--- config.mk ---
export PLATFORM = sky130hd
export DESIGN_NAME = ifetch_unit
export DESIGN_NICKNAME = d
export VERILOG_FILES = /design/src/rtl/ifetch_unit_pkg.sv /design/src/rtl/ifetch_fifo.sv /design/src/rtl/ifetch_unit.sv
export SDC_FILE = /design/constraint.sdc
export NUM_CORES = 1
export LEC_CHECK = 0
export BUFFER_PORTS_ARGS = -buffer_cell sky130_fd_sc_hd__buf_2
export CAP_MARGIN = 0
export CORE_UTILIZATION = 54
export CTS_CLUSTER_SIZE = 25
export DETAILED_ROUTE_END_ITERATION = 7
export PLACE_DENSITY = 0.82
export SLEW_MARGIN = 15
export SYNTH_ARGS = -nofsm -noshare
export SYNTH_HDL_FRONTEND = slang
export SYNTH_HIERARCHICAL = 1
export SYNTH_SLANG_ARGS = --single-unit
--- constraint.sdc ---
create_clock -name clk -period 8.1 [get_ports clk]
set_input_delay 0 -clock clk [delete_from_list [all_inputs] [get_ports clk]]
set_output_delay 0 -clock clk [all_outputs]
set_load 0.005 [all_outputs]
--- src/rtl/ifetch_unit_pkg.sv ---
// Shared definitions for the instruction-fetch slice: bus widths, default reset PC
// and the {pc, instr} entry layout carried by the prefetch queue.
package ifetch_unit_pkg;

  localparam int INSTR_W = 32;
  localparam int ADDR_W  = 32;
  localparam int ENTRY_W = ADDR_W + INSTR_W;

  localparam logic [INSTR_W-1:0] NOP_INSTR        = 32'h0000_0000;
  localparam logic [ADDR_W-1:0]  DEFAULT_RESET_PC = 32'h0000_0000;

  typedef struct packed {
    logic [ADDR_W-1:0]  pc;
    logic [INSTR_W-1:0] instr;
  } fetch_entry_t;

  // Word-align a byte address by masking the two low bits.
  function automatic logic [ADDR_W-1:0] align_pc(input logic [ADDR_W-1:0] addr);
    return addr & ~32'h0000_0003;
  endfunction

endpackage

--- src/rtl/ifetch_fifo.sv ---
// Synchronous prefetch FIFO for fetched {pc, instr} entries.
// Flush has priority over push and pop; push while full is accepted only alongside a pop.
module ifetch_fifo
  import ifetch_unit_pkg::*;
#(
  parameter int DEPTH = 2,
  parameter int WIDTH = ENTRY_W
) (
  input  logic                     clk,
  input  logic                     rst,
  input  logic                     push,
  input  logic                     pop,
  input  logic                     flush,
  input  logic [WIDTH-1:0]         wdata,
  output logic [WIDTH-1:0]         rdata,
  output logic [$clog2(DEPTH):0]   count,
  output logic                     empty,
  output logic                     full
);

  localparam int PW = $clog2(DEPTH);
  localparam logic [PW:0]   CNT_ONE  = (PW+1)'(1);
  localparam logic [PW:0]   FULL_CNT = (PW+1)'(DEPTH);
  localparam logic [PW-1:0] PTR_ONE  = PW'(1);

  logic [WIDTH-1:0] mem_q [DEPTH];
  logic [WIDTH-1:0] mem_d [DEPTH];
  logic [PW-1:0]    wr_ptr_q, wr_ptr_d;
  logic [PW-1:0]    rd_ptr_q, rd_ptr_d;
  logic [PW:0]      count_q, count_d;
  logic             do_push, do_pop;

  assign empty   = (count_q == '0);
  assign full    = (count_q == FULL_CNT);
  assign count   = count_q;
  assign rdata   = mem_q[rd_ptr_q];
  assign do_pop  = pop & !empty;
  assign do_push = push & (!full | do_pop);

  always_comb begin
    mem_d    = mem_q;
    wr_ptr_d = wr_ptr_q;
    rd_ptr_d = rd_ptr_q;
    count_d  = count_q;
    if (flush) begin
      wr_ptr_d = '0;
      rd_ptr_d = '0;
      count_d  = '0;
    end else begin
      if (do_push) begin
        mem_d[wr_ptr_q] = wdata;
        wr_ptr_d        = wr_ptr_q + PTR_ONE;
      end
      if (do_pop) begin
        rd_ptr_d = rd_ptr_q + PTR_ONE;
      end
      case ({do_push, do_pop})
        2'b10:   count_d = count_q + CNT_ONE;
        2'b01:   count_d = count_q - CNT_ONE;
        default: count_d = count_q;
      endcase
    end
  end

  always_ff @(posedge clk) begin
    if (rst) begin
      wr_ptr_q <= '0;
      rd_ptr_q <= '0;
      count_q  <= '0;
    end else begin
      wr_ptr_q <= wr_ptr_d;
      rd_ptr_q <= rd_ptr_d;
      count_q  <= count_d;
    end
  end

  // Storage needs no reset: entries are only visible through a non-zero count.
  always_ff @(posedge clk) begin
    mem_q <= mem_d;
  end

endmodule

--- src/rtl/ifetch_unit.sv ---
// Instruction-fetch initiator: PC register, imem request, prefetch queue and redirect handling.
// Optional misaligned-redirect fault/halt is enabled by defining IFETCH_ALIGN_CHECK_EN.
module ifetch_unit
  import ifetch_unit_pkg::*;
#(
  parameter logic [ADDR_W-1:0] RESET_PC   = DEFAULT_RESET_PC,
  parameter int                FIFO_DEPTH = 2
) (
  input  logic               clk,
  input  logic               rst,
  output logic [ADDR_W-1:0]  imem_addr,
  input  logic [INSTR_W-1:0] imem_instr,
  input  logic               redirect_valid,
  input  logic [ADDR_W-1:0]  redirect_pc,
  output logic               out_valid,
  input  logic               out_ready,
  output logic [INSTR_W-1:0] out_instr,
  output logic [ADDR_W-1:0]  out_pc,
  output logic [ADDR_W-1:0]  out_pc_plus4,
  output logic               fetch_fault
);

  localparam int CW = $clog2(FIFO_DEPTH) + 1;
  localparam logic [CW-1:0] FULL_CNT = CW'(FIFO_DEPTH);

  logic [ADDR_W-1:0] pc_q, pc_d;
  logic              halted;
  logic              pop, push, push_room;
  logic [CW-1:0]     fifo_count;
  logic              fifo_empty, fifo_full;
  fetch_entry_t      wr_entry, head;

  assign imem_addr = pc_q;
  assign out_valid = !fifo_empty;
  assign pop       = out_valid & out_ready;
  assign push_room = ((fifo_count < FULL_CNT) & !fifo_full) | pop;
  assign push      = !rst & !redirect_valid & !halted & push_room;
  assign wr_entry  = '{pc: pc_q, instr: imem_instr};

  assign out_instr    = out_valid ? head.instr : NOP_INSTR;
  assign out_pc       = out_valid ? head.pc : '0;
  assign out_pc_plus4 = out_valid ? head.pc + 32'd4 : '0;

  ifetch_fifo #(
    .DEPTH (FIFO_DEPTH),
    .WIDTH (ENTRY_W)
  ) u_fifo (
    .clk   (clk),
    .rst   (rst),
    .push  (push),
    .pop   (pop),
    .flush (redirect_valid),
    .wdata (wr_entry),
    .rdata (head),
    .count (fifo_count),
    .empty (fifo_empty),
    .full  (fifo_full)
  );

  // Redirect outranks sequential fetch; the low target bits never reach the PC.
  always_comb begin
    pc_d = pc_q;
    if (redirect_valid) begin
      pc_d = align_pc(redirect_pc);
    end else if (push) begin
      pc_d = pc_q + 32'd4;
    end
  end

  always_ff @(posedge clk) begin
    if (rst) begin
      pc_q <= RESET_PC;
    end else begin
      pc_q <= pc_d;
    end
  end

`ifdef IFETCH_ALIGN_CHECK_EN
  logic fault_q, fault_d;

  // Each redirect re-evaluates the fault; a faulted unit stops fetching until then.
  always_comb begin
    fault_d = fault_q;
    if (redirect_valid) begin
      fault_d = (redirect_pc[1:0] != 2'b00);
    end
  end

  always_ff @(posedge clk) begin
    if (rst) begin
      fault_q <= 1'b0;
    end else begin
      fault_q <= fault_d;
    end
  end

  assign halted      = fault_q;
  assign fetch_fault = fault_q;
`else
  assign halted      = 1'b0;
  assign fetch_fault = 1'b0;
`endif

endmodule

# Word-level counts from Yosys, hierarchy flattened

Cells that the tools add are included.

Add/sub/neg operators: 6
$mul: 0
Div/mod/pow operators: 0
Magnitude comparators: 4
Eq/ne operators: 3
Shift operators: 0
Mux-type cells: 12
Bitwise logic cells: 11
Reduce and logical (&&, ||, !) cells: 10

Operators with widths:

| kind                                                                         | count |
|---|---|
| 64-bit 2-to-1 mux                                                            | 4 |
| 32-bit 2-to-1 mux                                                            | 5 |
| 128-bit bitwise mux                                                          | 1 |
| 32-bit by 3-bit adder with 32-bit output, second input constant              | 2 |
| 64-bit demux with 1-bit select                                               | 1 |
| 1-bit AND                                                                    | 6 |
| 2-bit equality test, second input constant                                   | 2 |
| 2-bit greater-or-equal comparator, second input constant                     | 2 |
| 1-bit logical NOT                                                            | 4 |
| 1-bit NOT with 2-bit output                                                  | 2 |
| 2-bit one-hot mux with 2 select lines                                        | 1 |
| 2-bit nonzero test                                                           | 2 |
| 1-bit adder, second input constant                                           | 2 |
| 2-bit by 1-bit adder with 2-bit output, second input constant                | 1 |
| 2-bit by 1-bit equality test with 1-bit output, second input constant        | 1 |
| 2-bit logical NOT                                                            | 1 |
| 2-bit by 1-bit less-than comparator with 1-bit output, second input constant | 1 |
| 2-bit less-than comparator, second input constant                            | 1 |
| 1-bit bitwise OR                                                             | 2 |
| 2-bit AND reduction                                                          | 1 |
| 2-bit OR reduction                                                           | 1 |
| 2-bit by 1-bit subtractor with 2-bit output, second input constant           | 1 |
| 1-bit logical AND                                                            | 1 |
| 1-bit NOT                                                                    | 1 |

Register bits after elaboration: 164
Latch bits: 0
Memory bits (writable): 0
Bits in read-only memories: 0
Output and inout bits: 130
Memories kept: 0

# Logic depth before layout (Yosys ltp)

Depth after elaboration: 8
Depth in mapped cells: 10
Gate-level depth less buffers: 8

# Hierarchy

The synthesis kept the hierarchy.

By module, submodules not included:

| module      | instances | cells each | area each (um2) |
|---|---|---|---|
| ifetch_fifo | 1         | 226        | 4,847.1 |
| ifetch_unit | 1         | 448        | 3,165.5 |

# Worst setup path before layout

Ideal clock, no wire load.

Kind: register -> register
Start point: register u_fifo.count_q[0] (netlist: u_fifo/count[0])
End point: register u_fifo/mem_q[0] in the netlist's numbering, enable pin
Arrival time: 6.440 ns
Required time: 7.521 ns
Setup slack: 1.081 ns
Stages on the path, launching flop included: 10
Buffers on the path: 2
Clock period less this slack: 7.019 ns
Cells stage by stage: dfxtp_1 nor2_1 nand2b_1 clkbuf_2 inv_1 buf_2 nor2_1 nor3_1 o31ai_2 nor3b_1

Longest elaborated chain between the ends: 7
Elaborated cells on any way between the ends: 13
Classes of those cells: order compare (1); eq/ne (1); bitwise (7); reduce/logical (4)

Ends and longest elaborated chain:

| element                              | line              | source |
|---|---|---|
| start: declaration                   | ifetch_fifo.sv:30 | `logic [PW:0] count_q, count_d;` |
| start signal: assignment             | ifetch_fifo.sv:73 | `count_q <= count_d;` |
| 2-bit logical NOT                    | ifetch_fifo.sv:33 | `assign empty = (count_q == '0);` |
| via fifo_empty                       | ifetch_unit.sv:30 | `logic fifo_empty, fifo_full;` |
| 1-bit logical NOT                    | ifetch_unit.sv:34 | `assign out_valid = !fifo_empty;` |
| 1-bit AND                            | ifetch_unit.sv:35 | `assign pop = out_valid & out_ready;` |
| via pop                              | ifetch_unit.sv:28 | `logic pop, push, push_room;` |
| 1-bit bitwise OR                     | ifetch_unit.sv:36 | `assign push_room = ((fifo_count < FULL_CNT) & !fifo_full) \| pop;` |
| 1-bit AND                            | ifetch_unit.sv:37 | `assign push = !rst & !redirect_valid & !halted & push_room;` |
| via push                             | ifetch_unit.sv:28 |  |
| 1-bit AND                            | ifetch_fifo.sv:38 | `assign do_push = push & (!full \| do_pop);` |
| 2-bit AND reduction (no source line) | --                |  |
| end signal: assignment               | ifetch_fifo.sv:79 | `mem_q <= mem_d;` |
| end: declaration                     | ifetch_fifo.sv:26 | `logic [WIDTH-1:0] mem_q [DEPTH];` |

The timed path passes the listed nets, and every way through them passes these cells.
A chain may end at the register's enable or synchronous reset.

==> flow_metrics.py <==
metrics = {
    "outcome": {
        "status": "complete, but fails checks",
        "failed_checks": "design-rule violations",
    },
    "timing": {
        "hold_viol_final": 0,
        "finalMaxSlewViolations": 0,
        "relSlewSlack": 0.375,
        "fin_setup_tns_ps": 0,
        "tightest_slew_ps": 936,
        "fmax_mhz": 293,
        "skew_ps": 13.7,
        "rsz0062_at_grt": "no",
        "finalSetupViolations": 0,
        "fin_crit_ps": 3420,
        "layout_worst_path_cycle_share": 0.422,
    },
    "placed_design": {
        "post_dp_cell_area_um2": 9070,
        "finalWeightedCongestion": 0.862,
        "hpwl_um": 12300,
        "port_buffers": 192,
    },
    "global_routing": {
        "grt_first_pass_wirelength_um": 29500,
        "grt_pass1_vias": 5847,
        "grtUsageTotal": 0.256,
        "grt_max_degree": 96,
        "antenna_found_initial": 0,
        "overflow": 0,
    },
    "floorplanning": {
        "rows": 44,
        "die-area_um2": 15300,
        "initial_utilization": 0.553,
        "die_y_um": 124,
        "die_w_um": 124,
        "io_pins": 198,
        "core_area_um2": 14500,
    },
    "worst_hold_path": {
        "hold_path_class": "in2reg",
        "holdCritStartpoint": "rst",
    },
    "clock_network": {
        "htree_levels": 4,
        "clock_sinks": 162,
        "clk_latency_ps": 420,
        "root_buffer": "clkbuf_16",
        "path_clk_slew_ps": 60,
        "cts_buffers": 17,
        "cts_setup_buffers": 0,
        "cts_buffer_depth": 2,
        "cts_tree": "built",
    },
    "synthesis": {
        "ys.flop_type": "edfxtp_1",
        "synth_seq_cells": 162,
        "postSynthCellCount": 674,
        "async_reset_ff_frac": 0,
        "synth-edff-count": 128,
        "synth.distinct_cells": 66,
        "yosysSeqAreaShare": 0.565,
        "syn_area_per_cell_um2": 11.9,
        "syn_area_um2": 8010,
        "yosys_warnings": 6,
    },
    "finish": {
        "layout.cells.most_common": "buf_2",
        "final.fill_count": 1024,
        "fin_nets": 986,
        "multi_input_area_um2": 3250,
        "syn_to_final_growth_pct": 28.0,
        "layout_common_cells": "buf_2, edfxtp_1, nor2b_1, dlygate4sd3_1, nor2_1",
        "regArea_um2": 4530,
        "drive_gt1_frac": 0.313,
        "fin_area_um2": 10300,
        "n_antenna_cell": 0,
    },
    "power": {
        "max-vdd-ir-drop_mv": 0.152,
        "leakagePower_uw": 0.00395,
        "power_density_nw_per_um2": 179,
    },
    "detailed_routing": {
        "wl_per_cell_um": 17.5,
        "routed_wl_um": 19500,
        "drc": 2,
        "vias_per_cell": 5.69,
        "first_pass_iters": 8,
        "drt_iter0_markers": 426,
        "ant_nets": 0,
        "vias": 6337,
    },
    "setup_path": {
        "critical_path_class": "reg2out",
        "critical_path.max_fanout": 54,
        "cp-start-kind": "flop",
        "cp-startpoint": "u_fifo/rd_ptr_q",
        "worstPathRequired_ps": 8100,
        "r2r_start": "u_fifo/count[0]",
        "cp-end-kind": "output pin",
        "crit_arrival_ps": 3420,
    },
    "flow_run": {
        "maxCapViolCount": 0,
    },
}
## layout make-up
type | instances | area share
clock buffer | 19 | 0.0442
clock inverter | 13 | 0.0101
inverter | 18 | 0.00659
multi-input combinational | 458 | 0.317
sequential | 162 | 0.441
tap | 184 | 0.0225
timing repair buffer | 259 | 0.158
## cells by family after synthesis
kind of cell	share of synthesized area
XOR/XNOR	0.0219
buffers and inverters	0.0344
other	0.000468
AND/OR/NAND/NOR	0.186
multiplexers	0.104
flip-flops	0.565
AO/OA/AOI/OAI	0.0853
adder cells (fa/ha/maj)	0.00312
## worst max-delay path, stage by stage, from the launching register on
cell,delay [ps]
dfxtp_2,500
buf_4,670
mux2_2,340
nand3_1,90
or4_4,520
or4_1,540
a21oi_1,160
buf_2,140
## per-stage QoR
stage	setup slack (ps)	util	power (µW)	hold slack, ps	std cells
after global placement	4870	0.627	1080	188	1019
after detailed placement	4830	0.627	1090	191	1019
after global routing	4470	0.708	1900	179	1113
after floorplan	1080	-	1030	68.9	680
after CTS	4660	0.708	1850	122	1113
final	4680	0.708	1840	153	1113
## state kept, by name (all words and copies together), names as in the netlist
name and count:
imem_addr 30, u_fifo/count 2, u_fifo/wr_ptr_q 1, u_fifo/rd_ptr_q 1, u_fifo/mem_q 128
## repair_timing
item | in CTS | in global routing
endpoints found under the hold margin | 94 | 0
resized for setup | 0 | 0
hold buffers | 62 | 0
endpoints found under the setup margin | 0 | 0
## Yosys cell counts, types with 3 or more instances
| library cell | number | area (µm²) |
|---|---|---|
| nand2b_1 | 5 | 31.3 |
| or2_2 | 3 | 18.8 |
| nor4_1 | 11 | 68.8 |
| and4_1 | 11 | 96.3 |
| nor2b_1 | 64 | 400 |
| nor3b_1 | 4 | 30.0 |
| a211oi_1 | 11 | 82.6 |
| xor2_1 | 11 | 96.3 |
| buf_2 | 3 | 15.0 |
| a221oi_1 | 3 | 26.3 |
| a31oi_1 | 3 | 18.8 |
| nand4_1 | 14 | 87.6 |
| inv_1 | 17 | 63.8 |
| mux2_1 | 26 | 293 |
| nand2_1 | 28 | 105 |
| and3_1 | 4 | 25.0 |
| nor3_1 | 16 | 80.1 |
| a21oi_1 | 10 | 50.1 |
| nor2_1 | 55 | 206 |
| o2111a_1 | 4 | 45.0 |
| or3_1 | 7 | 43.8 |
| o2111ai_1 | 4 | 35.0 |
| a311oi_1 | 5 | 43.8 |
| buf_4 | 10 | 75.1 |
| a2111oi_0 | 6 | 52.6 |
| nand3_1 | 24 | 120 |
| edfxtp_1 | 128 | 3840 |
| mux2_2 | 47 | 529 |
| dfxtp_1 | 34 | 681 |
| clkbuf_1 | 26 | 97.6 |
| and2_1 | 3 | 18.8 |
| o21ai_0 | 16 | 80.1 |
| or4_1 | 10 | 75.1 |
| o31ai_1 | 7 | 52.6 |
| xnor2_1 | 9 | 78.8 |
## per-layer routing
layer / GRT usage / part of all wire / vias to the layer above
met1: 0.321 / 0.41 / 2988
met3: 0.0609 / 0.083 / 22
met5: 0 / 0 / -
met2: 0.428 / 0.49 / 297
li1: - / - / 3030
met4: 0.0971 / 0.018 / 0
## where the power goes
| part | internal, µW | switching [µW] |
|---|---|---|
| sequential | 922 | 28.7 |
| combinational | 73.4 | 70.9 |
| clock | 412 | 329 |
## worst paths after layout
| check | cells after the start | slack [ps] | to |
|---|---|---|---|
| max | 7 | 4680 | out_pc_plus4[30] |
| min | 2 | 150 | imem_addr[2] |
| max reg2reg | 8 | 4750 | u_fifo/mem_q[6] |
| min reg2reg | 2 | 500 | u_fifo/wr_ptr_q |
(Power assumes the default switching activity.)
